## config.mk

```make
export PLATFORM = sky130hd
export DESIGN_NAME = divider
export DESIGN_NICKNAME = d
export VERILOG_FILES = /design/src/rtl/divider_pkg.sv /design/src/rtl/div_step.sv /design/src/rtl/divider.sv
export SDC_FILE = /design/constraint.sdc
export NUM_CORES = 1
export LEC_CHECK = 0
export ABC_AREA = 1
export ABC_CLOCK_PERIOD_IN_PS = 11600
export CORE_ASPECT_RATIO = 1.4
export CORE_MARGIN = 3
export CORE_UTILIZATION = 40
export CTS_BUF_LIST = sky130_fd_sc_hd__clkbuf_4 sky130_fd_sc_hd__clkbuf_8
export CTS_CLUSTER_SIZE = 20
export DETAILED_ROUTE_END_ITERATION = 10
export PLACE_DENSITY = 0.63
export SYNTH_ARGS = -nofsm -noshare
export SYNTH_HDL_FRONTEND = slang
export SYNTH_HIERARCHICAL = 1
export SYNTH_SLANG_ARGS = --single-unit
```

## constraint.sdc

```tcl
create_clock -name clk -period 11.6 [get_ports clk]
set_input_delay 2.9 -clock clk [delete_from_list [all_inputs] [get_ports clk]]
set_output_delay 2.9 -clock clk [all_outputs]
set_load 0.02 [all_outputs]
```

## src/rtl/divider_pkg.sv

```systemverilog
// Shared widths, FSM encoding and operand helpers for the EX-stage divider.
package divider_pkg;

    localparam int DATA_BUS        = 32;
    localparam int DOUBLE_DATA_BUS = 64;

    typedef enum logic [1:0] {
        DIV_IDLE = 2'b00,
        DIV_CALC = 2'b01,
        DIV_DONE = 2'b10
    } div_state_e;

    // Two's-complement magnitude; 0x80000000 maps to itself and reads as 2^31.
    function automatic logic [DATA_BUS-1:0] mag(input logic [DATA_BUS-1:0] v, input logic neg);
        return neg ? (~v + 1'b1) : v;
    endfunction

endpackage

```

## src/rtl/div_step.sv

```systemverilog
// One restoring iteration: shift {rem, quot} left, trial-subtract, keep or restore.
module div_step
    import divider_pkg::*;
(
    input  logic [DATA_BUS:0]   i_rem,
    input  logic [DATA_BUS-1:0] i_quot,
    input  logic [DATA_BUS-1:0] i_divisor,
    output logic [DATA_BUS:0]   o_rem,
    output logic [DATA_BUS-1:0] o_quot
);

    logic [DATA_BUS+1:0] w_shift;
    logic [DATA_BUS+1:0] w_diff;

    // The shifted remainder never reaches 2^33, so bit 33 of the difference is the borrow.
    assign w_shift = {i_rem, i_quot[DATA_BUS-1]};
    assign w_diff  = w_shift - {2'b00, i_divisor};

    always_comb begin
        o_rem  = w_shift[DATA_BUS:0];
        o_quot = {i_quot[DATA_BUS-2:0], 1'b0};
        if (!w_diff[DATA_BUS+1]) begin
            o_rem  = w_diff[DATA_BUS:0];
            o_quot = {i_quot[DATA_BUS-2:0], 1'b1};
        end
    end

endmodule

```

## src/rtl/divider.sv

```systemverilog
// Multi-cycle radix-2 restoring divider (DIV/DIVU), result = {remainder, quotient}.
module divider
    import divider_pkg::*;
(
    input  logic                       clk,
    input  logic                       rst,
    input  logic                       start,
    input  logic                       is_signed,
    input  logic [DATA_BUS-1:0]        dividend,
    input  logic [DATA_BUS-1:0]        divisor,
    input  logic                       cancel,
    output logic                       busy,
    output logic                       done,
    output logic                       div_by_zero,
    output logic [DOUBLE_DATA_BUS-1:0] result
);

    div_state_e          r_state;
    logic [4:0]          r_cnt;
    logic [DATA_BUS:0]   r_rem;
    logic [DATA_BUS-1:0] r_quot;
    logic [DATA_BUS-1:0] r_dvs;
    logic                r_qneg;
    logic                r_rneg;

    logic                w_a_neg;
    logic                w_b_neg;
    logic [DATA_BUS:0]   w_next_rem;
    logic [DATA_BUS-1:0] w_next_quot;
    logic [DATA_BUS-1:0] w_q_fix;
    logic [DATA_BUS-1:0] w_r_fix;

    assign w_a_neg = is_signed & dividend[DATA_BUS-1];
    assign w_b_neg = is_signed & divisor[DATA_BUS-1];
    assign w_q_fix = mag(w_next_quot, r_qneg);
    assign w_r_fix = mag(w_next_rem[DATA_BUS-1:0], r_rneg);

    div_step u_step (
        .i_rem     (r_rem),
        .i_quot    (r_quot),
        .i_divisor (r_dvs),
        .o_rem     (w_next_rem),
        .o_quot    (w_next_quot)
    );

    always_ff @(posedge clk or posedge rst) begin
        if (rst) begin
            r_state     <= DIV_IDLE;
            r_cnt       <= '0;
            r_rem       <= '0;
            r_quot      <= '0;
            r_dvs       <= '0;
            r_qneg      <= 1'b0;
            r_rneg      <= 1'b0;
            busy        <= 1'b0;
            done        <= 1'b0;
            div_by_zero <= 1'b0;
            result      <= '0;
        end else if (cancel) begin
            r_state <= DIV_IDLE;
            busy    <= 1'b0;
            done    <= 1'b0;
        end else begin
            case (r_state)
                DIV_IDLE, DIV_DONE: begin
                    done    <= 1'b0;
                    r_state <= DIV_IDLE;
                    if (start) begin
                        if (divisor == '0) begin
                            // Skip iterating: the answer is fixed by the divide-by-zero convention.
                            r_state     <= DIV_DONE;
                            done        <= 1'b1;
                            div_by_zero <= 1'b1;
                            result      <= {dividend, {DATA_BUS{1'b1}}};
                        end else begin
                            r_state     <= DIV_CALC;
                            busy        <= 1'b1;
                            div_by_zero <= 1'b0;
                            r_quot      <= mag(dividend, w_a_neg);
                            r_dvs       <= mag(divisor, w_b_neg);
                            r_rem       <= '0;
                            r_cnt       <= '0;
                            r_qneg      <= w_a_neg ^ w_b_neg;
                            r_rneg      <= w_a_neg;
                        end
                    end
                end
                DIV_CALC: begin
                    r_rem  <= w_next_rem;
                    r_quot <= w_next_quot;
                    r_cnt  <= r_cnt + 5'd1;
                    if (r_cnt == 5'd31) begin
                        r_state <= DIV_DONE;
                        busy    <= 1'b0;
                        done    <= 1'b1;
                        result  <= {w_r_fix, w_q_fix};
                    end
                end
                default: r_state <= DIV_IDLE;
            endcase
        end
    end

endmodule

```

==> flow_metrics.env, run 1 <==
export IMPL_slew_viol_final=0
export IMPL_synth_top_area_cell="dfrtp_1"
export IMPL_via_per_inst=5.133
export IMPL_cts_buffers=17
export IMPL_grt_pass1_wl_mm=76.19
export IMPL_ios=136
export IMPL_startpoint_type="input port"
export IMPL_required_ns=12.00
export IMPL_max_slew_margin_pct=24.69
export IMPL_syn_nets=2542
export IMPL_antenna_cells=0
export IMPL_insertion_delay_ns=0.51
export IMPL_ys_top_cells_by_area="dfrtp_1, nand2_1, nand3_1"
export IMPL_leakage_nw=8.585
export IMPL_yosysTopAreaCellShare_pct=29.27
export IMPL_drive_gt1_share_pct=3.735
export IMPL_avgSynthCellArea_sq_um=6.077
export IMPL_synth_seq_cells=173
export IMPL_wirelength_mm=47.96
export IMPL_num_vias=15150
export IMPL_dr_pass1_iters=6
export IMPL_power_mw=4.395
export IMPL_grt_start_max_net_pins=105
export IMPL_track_usage_pct=24.25
export IMPL_post_cts_buffers=0
export IMPL_drt_iter0_drc=1135
export IMPL_peakVddDrop_mv=0.1107
export IMPL_placement_rows=82
export IMPL_synth_edf_count=0
export IMPL_critical_path_class="input port to flip-flop"
export IMPL_setup_viol=0
export IMPL_fill_cells=3908
export IMPL_clk_pin_slew_ns=0.10
export IMPL_grt_use_met3_pct=2.726
export IMPL_fp_dieW_microns=168.5
export IMPL_coreArea_sq_mm=0.03611
export IMPL_overflow=0
export IMPL_cts_resized=0
export IMPL_critical_path_max_fanout=104
export IMPL_final_seq_area_sq_mm=0.004329
export IMPL_fin_nets=2585
export IMPL_rr_worst_depth=22
export IMPL_fin_crit_sh_pct=49.12
export IMPL_grt_pass1_vias=14690
export IMPL_cts_root_buf="clkbuf_8"
export IMPL_cts_tree="built"
export IMPL_yosys_warnings=6
export IMPL_layout_cells_non_filler=2952
export IMPL_tns_ns=0
export IMPL_die_y_microns=233.5
export IMPL_layout_commonest_cell="nand2_1"
export IMPL_synth_cell_types=40
export IMPL_min_path_type="flip-flop to flip-flop"
export IMPL_io_buffer_count=135
export IMPL_hpwl_mm=37.20
export IMPL_maxCapViolCount=0
export IMPL_synth_seq_area_share_pct=29.27
export IMPL_arrival_ns=6.09
export IMPL_power_density_mw_per_mm2=267.9
export IMPL_reg2reg_slack_ns=7.34
export IMPL_most_common_layout_cells="nand2_1, nand3_1, inv_1"
export IMPL_rsz0062_at_grt="false"
export IMPL_synth_main_ff_cell="dfrtp_1"
export IMPL_wire_per_inst_microns=16.25
export IMPL_endpoint_kind="flip-flop"
export IMPL_clock_sinks=173
export IMPL_reg2reg_from="r_dvs[29]$_DFFE_PP0P_"
export IMPL_use_met2_pct=44.18
export IMPL_fin_crit_ns=5.698
export IMPL_hold_start="r_dvs[19]$_DFFE_PP0P_"
export IMPL_whs_ns=0.4855
export IMPL_antenna_found_initial=0
export IMPL_utilization_pct=45.43
export IMPL_drc=0
export IMPL_place_congestion=0.9300
export IMPL_multiInputGateArea_sq_mm=0.008546
export IMPL_min_to="r_dvs[19]$_DFFE_PP0P_"
export IMPL_reg2reg_to="result[56]$_DFFE_PP0P_"
export IMPL_cts_hold_buf=0
export IMPL_start_util_pct=40.95
export IMPL_worst_pin_slew_ns=1.130
export IMPL_min_path_cells=2
export IMPL_fin_skew_ns=0.01901
export IMPL_synthArstFlopShare_pct=100.0
export IMPL_syn_cell_area_sq_mm=0.01479
export IMPL_area_growth_pct=10.92
export IMPL_hold_viol_final=0
export IMPL_dieArea_sq_mm=0.03935
export IMPL_grt_busiest_layer="met2"
export IMPL_ant_nets=0
export IMPL_dp_cells=2920
export IMPL_clock_fmax_ghz=0.1755
export IMPL_status="completed"
export IMPL_clockBufferDepth=2
export IMPL_netlist_instances=2434
export IMPL_grt_util_met1_pct=27.84
export IMPL_htree_num_levels=4
-- stage by stage --
step	setup slack [ns]	instance area [sq um]
global route	5.594	16410
floorplan	4.012	14790
detailed placement	5.374	16020
global placement	5.454	16020
CTS	5.903	16410
finish	5.902	16410
-- worst max-delay path: stages --
cell and delay, ns:
clkdlybuf4s50_1 0.40, inv_1 0.11, ha_1 0.18, nand3_1 0.14
nor2_4 0.26, nand2_2 0.10, nor2_2 0.16, nor2_1 0.10
nand2_4 0.27, buf_4 0.85, inv_2 0.30, nand3_1 0.17
nand2_1 0.07
-- layer usage --
metal	vias to the layer above	routed length, microns
met1	6942	19470
met4	0	2589
met5	-	0
li1	7736	-
met3	99	1675
met2	375	24230
-- worst max-delay path by stage --
stage / startpoint / end / cells after the start
6_report: divisor[0] / r_dvs[21]$_DFFE_PP0P_ / 13
5_1_grt: divisor[0] / r_qneg$_DFFE_PP0P_ / 13
4_1_cts: divisor[0] / r_dvs[21]$_DFFE_PP0P_ / 13
3_5_place_dp: divisor[0] / r_dvs[26]$_DFFE_PP0P_ / 13
3_3_place_gp: divisor[0] / r_qneg$_DFFE_PP0P_ / 13
2_1_floorplan: rst / busy$_DFFE_PP0P_ / 1
-- sequential cells by signal (all words and copies together) (netlist names) --
name / flops
r_qneg: 1
r_quot: 32
div_by_zero: 1
result: 64
r_dvs: 32
r_state: 2
r_cnt: 5
r_rem: 33
done: 1
busy: 1
r_rneg: 1
-- power breakdown --
group	internal [mW]	switching, mW	total, mW
registers	0.798	0.188	0.985
clock network	0.166	0.262	0.428
logic	0.959	2.02	2.98
total	1.92	2.47	4.39
-- cell families after synthesis --
| group | after synthesis | share of synthesized area [%] |
|---|---|---|
| AND/OR/NAND/NOR | 1565 | 44.95 |
| adder cells (fa/ha/maj) | 39 | 3.350 |
| buffers and inverters | 424 | 13.00 |
| AO/OA/AOI/OAI | 193 | 7.064 |
| flip-flops | 173 | 29.27 |
| XOR/XNOR | 40 | 2.369 |
-- final cells by class --
| type | instances | share of cell area [%] |
|---|---|---|
| timing repair buffer | 144 | 8.649 |
| tap | 462 | 3.523 |
| multi-input combinational | 1837 | 52.09 |
| clock inverter | 13 | 0.7855 |
| inverter | 304 | 7.009 |
| sequential | 173 | 26.39 |
| clock buffer | 19 | 1.556 |
-- cell usage after synthesis, types with 5 or more instances --
cell / instances
ha_1: 38
clkbuf_1: 36
buf_6: 18
nand4_1: 27
dfrtp_1: 173
nor2_1: 245
nand2_1: 860
nand3_1: 339
nor2_2: 6
o21ai_1: 14
inv_2: 5
inv_1: 297
o21ai_2: 8
o21ai_0: 114
and2_1: 13
buf_1: 11
nand3_2: 5
buf_4: 50
nor3_1: 29
nand3b_1: 13
xor2_1: 36
nand2_2: 10
o211ai_1: 6
a21oi_1: 39
buf_2: 5
Note: power is estimated with default switching activity, not from simulation.
==> run 2, diff against run 1 <==
- ABC_CLOCK_PERIOD_IN_PS: 11600 -> 5800
- clock period: 11.6 -> 5.8 ns (I/O delays scaled with it)
==> run 2 against run 1 <==
  * Routed wire length fell by 0.14%
  * Largest power group unchanged
  * Global-route usage grew 0.30 points
  * Power grew 100%
  * Sequential power increased by 99%
  * Setup slack lost 4.1 ns
  * Utilization is 0.20 points higher
  * Clock power increased by 110%
  * Largest cell class unchanged
  * Critical path type is now flip-flop to flip-flop
  * First-iteration DRC count increased by 3.2%
  * Via count increased by 0.20%
  * Sequential share of layout area fell by 0.11 points
  * Critical path depth up 10
==> flow_metrics.env, run 2 (synthesized netlist as in run 1, its figures left out) <==
export IMPL_status="completed"
export IMPL_slew_viol_final=0
export IMPL_area_growth_pct=11.40
export IMPL_via_per_inst=5.131
export IMPL_reg2reg_from="r_rem[6]$_DFFE_PP0P_"
export IMPL_crit_start="r_rem[6]$_DFFE_PP0P_"
export IMPL_arrival_ns=4.41
export IMPL_cts_resized=0
export IMPL_power_density_mw_per_mm2=534.5
export IMPL_grt_pass1_wl_mm=76.75
export IMPL_num_vias=15180
export IMPL_dr_pass1_iters=5
export IMPL_layout_cells_non_filler=2959
export IMPL_clock_sinks=173
export IMPL_place_congestion=0.9025
export IMPL_largestRegisters="result x64, r_rem x33"
export IMPL_drc=0
export IMPL_cts_root_buf="clkbuf_8"
export IMPL_insertion_delay_ns=0.50
export IMPL_wire_per_inst_microns=16.19
export IMPL_placement_rows=82
export IMPL_layout_commonest_cell="nand2_1"
export IMPL_clock_fmax_ghz=0.2485
export IMPL_required_ns=6.18
export IMPL_maxCapViolCount=0
export IMPL_ant_nets=0
export IMPL_io_buffer_count=135
export IMPL_fill_cells=3973
export IMPL_fin_nets=2591
export IMPL_critical_path_max_fanout=34
export IMPL_fp_dieW_microns=168.5
export IMPL_startpoint_type="flip-flop"
export IMPL_worst_pin_slew_ns=0.9812
export IMPL_min_path_type="flip-flop to flip-flop"
export IMPL_cts_hold_buf=0
export IMPL_clk_pin_slew_ns=0.10
export IMPL_max_slew_margin_pct=34.45
export IMPL_drive_gt1_share_pct=3.966
export IMPL_cts_buffers=17
export IMPL_fin_crit_sh_pct=69.39
export IMPL_fin_crit_ns=4.025
export IMPL_regMostFlops="result"
export IMPL_hold_viol_final=0
export IMPL_most_common_layout_cells="nand2_1, nand3_1, inv_1"
export IMPL_dp_cells=2926
export IMPL_setup_viol=0
export IMPL_wirelength_mm=47.89
export IMPL_fin_skew_ns=0.01810
export IMPL_htree_num_levels=4
export IMPL_post_cts_buffers=0
export IMPL_start_util_pct=40.95
export IMPL_rr_worst_depth=23
export IMPL_die_y_microns=233.5
export IMPL_tns_ns=0
export IMPL_utilization_pct=45.62
export IMPL_power_mw=8.808
export IMPL_track_usage_pct=24.56
export IMPL_grt_start_max_net_pins=94
export IMPL_rsz0062_at_grt="false"
export IMPL_hold_start="result[26]$_DFFE_PP0P_"
export IMPL_leakage_nw=8.623
export IMPL_min_path_cells=2
export IMPL_cts_tree="built"
export IMPL_peakVddDrop_mv=0.2174
export IMPL_overflow=0
export IMPL_coreArea_sq_mm=0.03611
export IMPL_grt_pass1_vias=14570
export IMPL_drt_iter0_drc=1171
export IMPL_largest_reg_flops=64
export IMPL_dieArea_sq_mm=0.03935
export IMPL_critical_path_class="flip-flop to flip-flop"
export IMPL_clockBufferDepth=2
export IMPL_antenna_found_initial=0
export IMPL_hpwl_mm=37.88
export IMPL_ios=136
export IMPL_endpoint_kind="flip-flop"
[run 2: layout make-up]
type	instances	area [sq um]	area share, %
tap	462	578.1	3.508
multi-input combinational	1837	8546	51.86
clock inverter	14	155.1	0.9416
inverter	304	1149	6.971
antenna	1	2.502	0.01519
clock buffer	18	241.5	1.466
timing repair buffer	150	1476	8.960
sequential	173	4329	26.27
[run 2: through the flow]
stage	worst slack [ns]	instance area, sq um	hold WS (ns)
finish	1.776	16480	0.4877
global route	1.356	16470	0.5116
CTS	1.809	16470	0.4926
detailed placement	1.588	16080	0.4636
global placement	1.653	16080	0.4673
floorplan	2.139	14790	0.4491
[run 2: per-layer routing]
layer / track usage, % / vias up / share of wire, %
met1: 28.52 / 6975 / 40
met2: 44.21 / 358 / 51
met4: 12.20 / 0 / 5.4
met3: 3.284 / 93 / 3.7
li1: - / 7757 / -
met5: 0 / - / 0
[run 2: worst max-delay path: stages (launching register included)]
cell     delay [ns]
dfrtp_1        0.46
ha_1           0.40
nand2_2        0.13
inv_2          0.04
nand2_1        0.07
nand2_2        0.08
inv_2          0.06
nand3_2        0.12
nand2_2        0.10
nand2_2        0.07
nand2_2        0.10
nand2_2        0.10
nand2_4        0.28
nand2_1        0.23
inv_1          0.15
nand3_1        0.12
nor2_1         0.47
nand2_1        0.19
nand2_1        0.25
nand2_1        0.11
nand2_1        0.08
nand2_1        0.05
o21ai_1        0.17
nand2_1        0.07
[run 2: final timing paths]
check	to	slack, ns
setup reg to reg	result[17]$_DFFE_PP0P_	1.78
max in group asynchronous	result[33]$_DFFE_PP0P_	3.25
setup / recovery	result[17]$_DFFE_PP0P_	1.78
hold reg to reg	result[26]$_DFFE_PP0P_	0.49
hold / removal	result[26]$_DFFE_PP0P_	0.49
min in group asynchronous	result[26]$_DFFE_PP0P_	1.50
[run 2: where the power goes]
| part | internal (mW) | switching, mW |
|---|---|---|
| Sequential | 1.60 | 0.369 |
| Clock | 0.395 | 0.493 |
| Combinational | 1.93 | 4.03 |
